<file path="src/rtl/frame_lookup_ctrl.sv">
// ---------------------------------------------------------------------------
// frame_lookup_ctrl
//
// Purpose:
//   Header-capture and forwarding-decision controller for an L2 switch.
//   It collects the first 12 bytes of each ingress frame (DA then SA).
//   Using the source address, it issues a learn request to the address
//   table. For unicast destinations it issues a lookup and waits a bounded
//   time for the answer. It then presents an egress port mask, which is
//   held until the consumer accepts it.
//
// Parameters:
//   NUM_PORTS     number of switch ports (PW = $clog2(NUM_PORTS))
//   RESP_TIMEOUT  cycles to wait for a table response before flooding
//
// Ports:
//   clk, rst_n                      clock, synchronous active-low reset
//   rx_data_i/valid_i/sof_i/port_i  ingress byte stream (first byte DA[47:40])
//   rx_ready_o                      header bytes are accepted
//   learn_req_o/address_o/port_o    table learn interface (SA, ingress port)
//   read_req_o/address_o            table lookup interface (DA)
//   read_port_i/read_port_valid_i   table lookup response
//   fwd_valid_o/mask_o/ready_i      forwarding decision handshake
//
// Optional feature (macro FWD_STATS_EN):
//   stat_hit_o, stat_miss_o, stat_flood_o -- 16-bit saturating counters of
//   table hits, lookup timeouts and multicast floods.
// ---------------------------------------------------------------------------
module frame_lookup_ctrl #(
    parameter int NUM_PORTS    = 4,
    parameter int RESP_TIMEOUT = 4,
    localparam int PW          = $clog2(NUM_PORTS)
) (
    input  logic                 clk,
    input  logic                 rst_n,
    input  logic [7:0]           rx_data_i,
    input  logic                 rx_valid_i,
    input  logic                 rx_sof_i,
    input  logic [PW-1:0]        rx_port_i,
    output logic                 rx_ready_o,
    output logic                 learn_req_o,
    output logic [47:0]          learn_address_o,
    output logic [PW-1:0]        learn_port_o,
    output logic                 read_req_o,
    output logic [47:0]          read_address_o,
    input  logic [PW-1:0]        read_port_i,
    input  logic                 read_port_valid_i,
    output logic                 fwd_valid_o,
    output logic [NUM_PORTS-1:0] fwd_mask_o,
    input  logic                 fwd_ready_i
`ifdef FWD_STATS_EN
    ,
    output logic [15:0]          stat_hit_o,
    output logic [15:0]          stat_miss_o,
    output logic [15:0]          stat_flood_o
`endif
);

    // Response counter sized to hold 0 .. RESP_TIMEOUT-1.
    localparam int CW = (RESP_TIMEOUT > 1) ? $clog2(RESP_TIMEOUT) : 1;
    localparam logic [CW-1:0] RESP_LAST = CW'(RESP_TIMEOUT - 1);
    localparam logic [CW-1:0] CNT_ONE   = CW'(1);

    typedef enum logic [2:0] {
        IDLE,
        HDR,
        REQ,
        WAIT,
        DECIDE
    } state_t;

    state_t               state;
    state_t               next_state;

    // hdr[95:48] = DA, hdr[47:0] = SA once all 12 bytes have shifted in.
    logic [95:0]          hdr;
    logic [3:0]           byte_cnt;
    logic [PW-1:0]        ingress;
    logic [CW-1:0]        resp_cnt;
    logic [NUM_PORTS-1:0] mask;

    logic [47:0]          da;
    logic [47:0]          sa;
    logic                 hit_evt;
    logic                 miss_evt;
    logic                 flood_evt;
    logic [NUM_PORTS-1:0] ingress_oh;
    logic [NUM_PORTS-1:0] resp_oh;
    logic [NUM_PORTS-1:0] flood_mask;
    logic [NUM_PORTS-1:0] hit_mask;

    assign da              = hdr[95:48];
    assign sa              = hdr[47:0];
    assign learn_address_o = sa;
    assign read_address_o  = da;
    assign learn_port_o    = ingress;
    assign fwd_mask_o      = mask;

    // One-hot decode of the ingress port and of the table answer. A table
    // answer that names a port >= NUM_PORTS matches no bit and so decodes to
    // an all-zero mask. Removing the ingress bit from the hit mask makes a
    // frame destined back to its own port a filtered (mask = 0) decision.
    always_comb begin
        ingress_oh = '0;
        resp_oh    = '0;
        for (int i = 0; i < NUM_PORTS; i++) begin
            ingress_oh[i] = (ingress == PW'(i));
            resp_oh[i]    = (read_port_i == PW'(i));
        end
    end

    assign flood_mask = ~ingress_oh;
    assign hit_mask   = resp_oh & ~ingress_oh;

    // State register.
    always_ff @(posedge clk) begin
        if (!rst_n) begin
            state <= IDLE;
        end else begin
            state <= next_state;
        end
    end

    // Next-state logic and Moore outputs.
    // The learn and read strobes are decoded from the single-cycle REQ state,
    // so each one can only ever last one cycle. When both apply, they fire
    // together. The hit/miss/flood events mark the cycle that enters DECIDE
    // and choose which mask gets loaded.
    always_comb begin
        next_state  = state;
        rx_ready_o  = 1'b0;
        learn_req_o = 1'b0;
        read_req_o  = 1'b0;
        fwd_valid_o = 1'b0;
        hit_evt     = 1'b0;
        miss_evt    = 1'b0;
        flood_evt   = 1'b0;
        case (state)
            IDLE: begin
                rx_ready_o = 1'b1;
                if (rx_valid_i && rx_sof_i) begin
                    next_state = HDR;
                end
            end
            HDR: begin
                rx_ready_o = 1'b1;
                if (rx_valid_i && !rx_sof_i && (byte_cnt == 4'd11)) begin
                    next_state = REQ;
                end
            end
            REQ: begin
                learn_req_o = ~sa[40];
                read_req_o  = ~da[40];
                if (da[40]) begin
                    flood_evt  = 1'b1;
                    next_state = DECIDE;
                end else begin
                    next_state = WAIT;
                end
            end
            WAIT: begin
                if (read_port_valid_i) begin
                    hit_evt    = 1'b1;
                    next_state = DECIDE;
                end else if (resp_cnt == RESP_LAST) begin
                    miss_evt   = 1'b1;
                    next_state = DECIDE;
                end
            end
            DECIDE: begin
                fwd_valid_o = 1'b1;
                if (fwd_ready_i) begin
                    next_state = IDLE;
                end
            end
            default: begin
                next_state = IDLE;
            end
        endcase
    end

    // Header capture.
    // A start-of-frame byte always restarts capture: it clears the partial
    // header and re-latches the ingress port, whether the block is in IDLE
    // or in the middle of a header. Bytes offered while rx_ready_o is low
    // are dropped.
    always_ff @(posedge clk) begin
        if (!rst_n) begin
            hdr      <= '0;
            byte_cnt <= '0;
            ingress  <= '0;
        end else if (rx_valid_i && rx_ready_o) begin
            if (rx_sof_i) begin
                hdr      <= {88'd0, rx_data_i};
                byte_cnt <= 4'd1;
                ingress  <= rx_port_i;
            end else if (state == HDR) begin
                hdr      <= {hdr[87:0], rx_data_i};
                byte_cnt <= byte_cnt + 4'd1;
            end
        end
    end

    // Response timer and decision mask.
    // The timer restarts in REQ and counts WAIT cycles. The mask register
    // holds its value through DECIDE, so fwd_mask_o stays stable until the
    // handshake completes.
    always_ff @(posedge clk) begin
        if (!rst_n) begin
            resp_cnt <= '0;
            mask     <= '0;
        end else begin
            if (state == REQ) begin
                resp_cnt <= '0;
            end else if (state == WAIT) begin
                resp_cnt <= resp_cnt + CNT_ONE;
            end
            if (flood_evt || miss_evt) begin
                mask <= flood_mask;
            end else if (hit_evt) begin
                mask <= hit_mask;
            end
        end
    end

`ifdef FWD_STATS_EN
    // Decision statistics. Each counter saturates at all-ones rather than
    // wrapping, so a long run never makes a busy counter look idle.
    always_ff @(posedge clk) begin
        if (!rst_n) begin
            stat_hit_o   <= '0;
            stat_miss_o  <= '0;
            stat_flood_o <= '0;
        end else begin
            if (hit_evt && (stat_hit_o != 16'hFFFF)) begin
                stat_hit_o <= stat_hit_o + 16'd1;
            end
            if (miss_evt && (stat_miss_o != 16'hFFFF)) begin
                stat_miss_o <= stat_miss_o + 16'd1;
            end
            if (flood_evt && (stat_flood_o != 16'hFFFF)) begin
                stat_flood_o <= stat_flood_o + 16'd1;
            end
        end
    end
`endif

endmodule

</file>
<file path="config.mk">
export PLATFORM = sky130hd
export DESIGN_NAME = frame_lookup_ctrl
export DESIGN_NICKNAME = d
export VERILOG_FILES = /design/src/rtl/frame_lookup_ctrl.sv
export SDC_FILE = /design/constraint.sdc
export NUM_CORES = 1
export LEC_CHECK = 0
export CAP_MARGIN = 20
export CELL_PAD_IN_SITES_DETAIL_PLACEMENT = 1
export CELL_PAD_IN_SITES_GLOBAL_PLACEMENT = 1
export CORE_MARGIN = 4
export CORE_UTILIZATION = 36
export CTS_CLUSTER_SIZE = 16
export DETAILED_ROUTE_END_ITERATION = 8
export HOLD_SLACK_MARGIN = 0.05
export PLACE_DENSITY_LB_ADDON = 0.15
export SLEW_MARGIN = 20
export SYNTH_ARGS = -nofsm -noshare
export SYNTH_HDL_FRONTEND = slang
export SYNTH_SLANG_ARGS = --single-unit
</file>
<file path="constraint.sdc">
create_clock -name clk -period 2.06 [get_ports clk]
set_clock_uncertainty 0.2 [all_clocks]
set_input_delay 0.309 -clock clk [delete_from_list [all_inputs] [get_ports clk]]
set_output_delay 0.309 -clock clk [all_outputs]
set_load 0.05 [all_outputs]
</file>
==> out/qor.yml, run 1 <==
run_status:
  status: "completed"
clock_network:
  cts_tree: "done"
  cts_sinks: 111
  cts-root-buf: "clkbuf_16"
  cts_buffers: 9
  cts-htree-levels: 3
  clock_latency_ps: 350
  cts_hold_buffers: 0
  path_clk_slew_ps: 70
  cts_max_path_buffers: 2
cells_and_area:
  utilization_pct: 51.48
  fin_nets: 654
  mostFrequentLayoutCell: "dfxtp_1"
  drive_gt1_share_pct: 11.91
  fill_cells: 1468
  layout_common_cells: "dfxtp_1 (111), nand3_1 (101), o21ai_0 (99)"
  n_antenna_cell: 0
  areaGrowthSynthToFinish_pct: 39.83
detailed_routing:
  final_antenna_net_count: 0
  dr.pass1.iters: 4
  dr.first_iter.drc_count: 278
  vias_per_cell: 5.352
  wl_per_cell_microns: 17.75
  drt_wl_total_mm: 14.38
  vias: 4335
  drc: 0
die:
  die_h_microns: 121.8
  io_pins: 124
  dieArea_sq_um: 14840
  fp.coreArea_sq_um: 12670
  rows: 41
  fp.dieW_microns: 121.8
  initial_core_util_pct: 36.81
timing:
  slew_violations: 0
  setup_viol_count_final: 0
  fin_crit_ps: 2033
  tns_ps: 0
  fin_ws_ps: 26.81
  tightest_slew_ps: 533.7
  grt_setup_unrepaired: "no"
  slew_headroom_pct: 64.36
  min_period_over_period_pct: 98.70
  hold_violations: 0
  fmax_ghz: 0.4918
worst_setup_path:
  r2r_end: "state[0]$_SDFFE_PN0P_"
  rrSetupSlack_ps: 270
  r2r_cells: 4
  cp.depth: 1
  slowest_stage: "clkdlybuf4s50_1"
  startpoint: "hdr[43]$_SDFFE_PN0P_"
  end_kind: "primary output"
  worstSetupEndpoint: "learn_address_o[43]"
  path_buf_inv: 1
  worstSetupStartpointType: "flop"
  critPathMaxStageDelay_ps: 810
  critPathKind: "reg -> out"
  critPathTopFamily: "buffers and inverters"
  critPathArrivalTime_ps: 1520
  cp_cell_sequence: "clkdlybuf4s50_1"
  r2r-start: "state[0]$_SDFFE_PN0P_"
  crit_path_max_fanout: 3
  worst-endpoint-required_ps: 1550
power_and_ir_drop:
  p_per_area_nw_per_um2: 693.5
  ir_worst_vdd_mv: 0.3107
  total_leakage_power_uw: 0.002933
  finalPower_uw: 4523
synth:
  ys_ff_latch: 111
  synthFlopType: "dfxtp_1"
  synth_edf_count: 0
  netlist_instances: 532
  synth_cell_types: 40
  avgSynthCellArea_sq_um: 8.768
  synth_fp_nets: 552
  netlist_area_sq_um: 4664
  async_flop_share_pct: 0
  yosysSeqAreaShare_pct: 47.64
  ys.warnings.count: 0
placement:
  place_ws_ps: -120.6
  portBuffers: 123
  place.gp.congestion: 0.7529
  dpl.hpwl_mm: 9.705
global_route:
  grt_max_degree: 60
  antenna_found_initial: 0
  grt_pass1_wl_mm: 23.51
  grt_util_all_layers_pct: 19.68
  overflow: 0
  grt_pass1_vias: 4446
flow_run:
  max-cap-violations: 0
min_path:
  hold_path_startpoint: "rst_n"
  hold_class: "in -> reg"
-- through the flow --
| stage | hold slack (ps) | std cells | area [sq um] |
|---|---|---|---|
| 2_1_floorplan | 244.7 | 532 | 4669 |
| 3_3_place_gp | 253.9 | 795 | 6125 |
| 3_5_place_dp | 265.8 | 795 | 6125 |
| 4_1_cts | 203.2 | 810 | 6437 |
| 5_1_grt | 223.9 | 810 | 6523 |
| 6_report | 215.3 | 810 | 6523 |
-- synth_stat cells (all sizes together), types with 3 or more instances --
| cell type | n | area share (%) |
|---|---|---|
| nor3b | 3 | 0.59 |
| inv | 3 | 0.24 |
| nand3 | 101 | 11 |
| nor3 | 5 | 0.54 |
| a21boi | 101 | 16 |
| clkbuf | 45 | 3.6 |
| o21ai | 99 | 11 |
| buf | 12 | 1.8 |
| o32ai | 4 | 0.75 |
| dfxtp | 111 | 48 |
| o22ai | 3 | 0.40 |
| nand2 | 7 | 0.56 |
| nor2 | 5 | 0.46 |
| nor2b | 6 | 0.80 |
-- worst min path at each step --
stage / depth (start not counted) / to / slack, ps
after floorplan: 2 / resp_cnt[1]$_SDFFE_PP0P_ / 240
after global placement: 2 / resp_cnt[1]$_SDFFE_PP0P_ / 250
after detailed placement: 2 / resp_cnt[1]$_SDFFE_PP0P_ / 270
after CTS: 3 / fwd_mask_o[2]$_SDFFE_PN0P_ / 200
after global routing: 3 / fwd_mask_o[2]$_SDFFE_PN0P_ / 220
final: 3 / fwd_mask_o[2]$_SDFFE_PN0P_ / 220
-- timing repair --
item                                    4_1_cts  5_1_grt
resized for setup                            37       34
setup buffers                                 0        0
endpoints found under the setup margin       37       35
-- flip-flops by register name, indices dropped and copies added (netlist names) --
name          cells
byte_cnt          4
resp_cnt          2
fwd_mask_o        4
learn_port_o      2
state             3
hdr              96
-- layer usage --
| metal | vias to the layer above | part of all wire, % | wire length (microns) | global-route usage (%) |
|---|---|---|---|---|
| met2 | 92 | 49 | 7027 | 32.32 |
| met3 | 13 | 4.8 | 687 | 3.946 |
| met5 | - | 0 | 0 | 0 |
| met4 | 0 | 1.4 | 206 | 6.513 |
| li1 | 2121 | - | - | - |
| met1 | 2109 | 45 | 6458 | 25.99 |
-- power by group --
part           switching (uW)  internal (uW)
Combinational             196            126
Clock                     776           1250
Sequential               16.1           2160
Total                     989           3530
-- worst register-to-register path, stage by stage, from the launching register on --
cell      delay (ps)
dfxtp_1          510
buf_4            230
nor4bb_1         360
nand4b_1         190
and3b_1          200
-- logic make-up after synthesis --
group | synth area share [%]
AND/OR/NAND/NOR | 16.28
adder cells (fa/ha/maj) | 0.5364
flip-flops | 47.64
AO/OA/AOI/OAI | 29.48
multiplexers | 0.4292
buffers and inverters | 5.633
-- layout make-up --
type	instances	area, sq um	area share, %
Clock buffer	12	256.5	3.932
Clock inverter	3	90.09	1.381
Inverter	3	11.26	0.1726
Multi-Input combinational cell	361	2220	34.03
Sequential cell	111	2222	34.07
Tap cell	172	215.2	3.299
Timing Repair Buffer	148	1508	23.12
Note: power is estimated with default switching activity, not from simulation.
==> run 2: changes to the inputs <==
--- a/config.mk
+++ b/config.mk
@@ -5,11 +5,11 @@
 export SDC_FILE = /design/constraint.sdc
 export NUM_CORES = 1
 export LEC_CHECK = 0
-export CAP_MARGIN = 20
+export ABC_AREA = 1
 export CELL_PAD_IN_SITES_DETAIL_PLACEMENT = 1
 export CELL_PAD_IN_SITES_GLOBAL_PLACEMENT = 1
 export CORE_MARGIN = 4
-export CORE_UTILIZATION = 36
+export CORE_UTILIZATION = 34
 export CTS_CLUSTER_SIZE = 16
 export DETAILED_ROUTE_END_ITERATION = 8
 export HOLD_SLACK_MARGIN = 0.05
==> constraint.sdc (replaced) <==
create_clock -name clk -period 1.95 [get_ports clk]
set_clock_uncertainty 0.2 [all_clocks]
set_input_delay 0.2925 -clock clk [delete_from_list [all_inputs] [get_ports clk]]
set_output_delay 0.2925 -clock clk [all_outputs]
set_load 0.05 [all_outputs]
==> run 2 against run 1 <==
Against the previous run:
- setup slack improved by 68 ps
- combinational power rose to 5.0 times the previous value
- sequential share of layout area rose by 3.0 points
- largest cell class unchanged
- final area fell by 8.2%
- die area fell by 1.3%
- critical path depth rose by 4
- non-clock buffer count fell by 3
- via count fell by 0.92%
- wire length fell by 7.6%
- critical path type unchanged
- core utilization fell by 3.8 points
- total power rose by 33%
==> out/qor.yml, run 2 <==
run_status:
  status: "completed"
detailed_routing:
  wl_per_cell_microns: 15.43
  drt_wl_total_mm: 13.28
  vias_per_cell: 4.988
  final_antenna_net_count: 0
  dr.pass1.iters: 4
  dr.first_iter.drc_count: 238
  vias: 4295
  drc: 0
synth:
  synth_cell_types: 22
  synth_top_area_share_pct: 51.14
  avgSynthCellArea_sq_um: 7.637
  ys.warnings.count: 0
  synth_commonest_cells: "nand2_1 (135), dfxtp_1 (111), nand3_1 (104), a21oi_1 (99), nor2_1 (32)"
  netlist_area_sq_um: 4345
  async_flop_share_pct: 0
  netlist_instances: 569
  synth_top_cell_by_area: "dfxtp_1"
  synth_area_leaders: "dfxtp_1 (51%), nand3_1 (12%), nand2_1 (12%), a21oi_1 (11%), nor2_1 (2.8%)"
  yosysSeqAreaShare_pct: 51.14
  ys_ff_latch: 111
  yosysMostFrequentCell: "nand2_1"
  synth_fp_nets: 589
  synth_edf_count: 0
  synthFlopType: "dfxtp_1"
clock_network:
  cts_hold_buffers: 0
  cts-htree-levels: 3
  cts_tree: "done"
  cts_max_path_buffers: 2
  cts_sinks: 111
  cts_buffers: 9
  cts-root-buf: "clkbuf_16"
  path_clk_slew_ps: 70
  clock_latency_ps: 350
cells_and_area:
  mostFrequentLayoutCell: "nand2_1"
  n_antenna_cell: 0
  largest_reg_flops: 96
  multi_input_area_sq_um: 1861
  ff_latch_area_sq_um: 2223
  areaGrowthSynthToFinish_pct: 37.86
  layout_common_cells: "nand2_1 (134), buf_4 (116), dfxtp_1 (110)"
  fin_nets: 704
  fill_cells: 1535
  largest_register: "hdr"
  drive_gt1_share_pct: 22.35
worst_setup_path:
  critPathKind: "reg -> out"
  crit_path_max_fanout: 5
  cp_cell_sequence: "nor2_1 > buf_4 > nand2_2 > nor2_2 > buf_12"
  path_buf_inv: 2
  critPathMaxStageDelay_ps: 350
  worstSetupStartpointType: "flop"
  r2r_cells: 7
  worst-endpoint-required_ps: 1460
  critPathArrivalTime_ps: 1360
  critPathTopFamily: "simple AND/OR/NAND/NOR gates"
  slowest_stage: "dfxtp_2"
  cp.depth: 5
  end_kind: "primary output"
global_route:
  grt_busiest_layer: "met2"
  grt.met3_usage_pct: 3.869
  antenna_found_initial: 0
  grt_pass1_vias: 4256
  overflow: 0
  use_met2_pct: 29.07
  use_met1_pct: 24.38
  grt_util_all_layers_pct: 18.33
  grt_pass1_wl_mm: 21.81
  grt_max_degree: 100
die:
  die_h_microns: 121.1
  dieArea_sq_um: 14650
  io_pins: 124
  fp.dieW_microns: 121.1
  fp.coreArea_sq_um: 12570
  initial_core_util_pct: 34.57
  rows: 41
min_path:
  worstHoldPathCells: 2
  hold_class: "reg -> reg"
power_and_ir_drop:
  p_int_uw: 4048
  ir_worst_vdd_mv: 0.3398
  pwr-share-comb_pct: 26.5
  clkPwrFrac_pct: 32.9
  total_leakage_power_uw: 0.002424
  p_sw_share_pct: 32.74
  p_sw_uw: 1970
  p_per_area_nw_per_um2: 1005
  finalPower_uw: 6018
  seqPwrFrac_pct: 40.6
timing:
  fin_crit_ps: 1855
  hold_violations: 0
  setup_viol_count_final: 0
  hold_ws_ps: 283.9
  slew_headroom_pct: 71.98
  min_period_over_period_pct: 95.15
  tightest_slew_ps: 420.3
  fmax_ghz: 0.5389
  grt_setup_unrepaired: "yes"
  slew_violations: 0
placement:
  dpl.hpwl_mm: 8.921
  place.gp.congestion: 0.7980
  portBuffers: 123
flow_run:
  max-cap-violations: 0
run 2: cell types whose count changed in the layout (fill, tap and decap cells not counted), moves of 6 or more:
cell             delta
buf_4              +77
dlygate4sd2_1      -35
nor2_1             +26
nor2b_1             -6
dlymetal6s2s_1     -33
nand3b_1           +11
clkdlybuf4s50_1    -14
a21oi_1            +97
o21ai_0            -94
a21boi_0           -91
a21boi_1           -10
nand2_1           +127
inv_1              +15
run 2: kinds of logic (layout without fill, tap and decap cells):
group | after synthesis | after routing | share of synthesized area, %
fa+ha+maj | 2 | 2 | 0.5758
compound gates | 105 | 105 | 12.15
buf+inv | 62 | 182 | 6.450
xor+xnor | 1 | 1 | 0.2016
flops | 111 | 111 | 51.14
simple gates | 288 | 288 | 29.49
run 2: final cells by class:
class	instances	area share, %
multi-input cells	396	31.06
clock buffers	9	3.759
well taps	172	3.592
inverters	21	1.337
repair buffers	145	21.51
flip-flops and latches	111	37.11
clock inverters	7	1.629
run 2: repair_timing:
item	CTS	global route
setup buffers	0	0
resized for setup	0	6
setup endpoints to repair	2	4
pin swaps	0	1
run 2: routing by layer:
metal	wire length, microns	up-vias
met5	0	-
met4	221	0
met3	499	15
met2	6500	75
met1	6061	2077
li1	-	2128
run 2: path summary, 6_finish.rpt:
kind                                             from                    to  slack [ps]
worst max-delay path            state[0]$_SDFFE_PN0P_            read_req_o          90
worst min-delay path             hdr[92]$_SDFFE_PN0P_  hdr[92]$_SDFFE_PN0P_         280
worst max register to register  state[2]$_SDFFE_PN0P_  hdr[23]$_SDFFE_PN0P_         120
worst min register to register   hdr[92]$_SDFFE_PN0P_  hdr[92]$_SDFFE_PN0P_         280
run 2: through the flow:
step	TNS (ps)	area [sq um]	setup WS, ps	utilization [%]	instances
after floorplan	0	4345	15.32	-	569
after global placement	-5821	5647	-86.93	44.93	845
after detailed placement	-9704	5647	-189.3	44.93	845
after CTS	-74.17	5969	-41.74	47.50	861
after global routing	-5.459	5991	-5.459	47.67	861
final	0	5991	94.53	47.67	861
run 2: power groups by stage:
stage | clock, uW | sequential, uW | combinational [uW]
after CTS | 2050 | 2440 | 1590
final | 1980 | 2440 | 1600
after global routing | 2130 | 2460 | 1730
after floorplan | 0 | 2690 | 778
after detailed placement | 0 | 2490 | 1590
after global placement | 0 | 2480 | 1550
run 2: tightest hold or removal path, cell delays in order, from the launching register on:
cell and delay [ps]:
dfxtp_1 310, nand3_1 70, a21oi_1 50
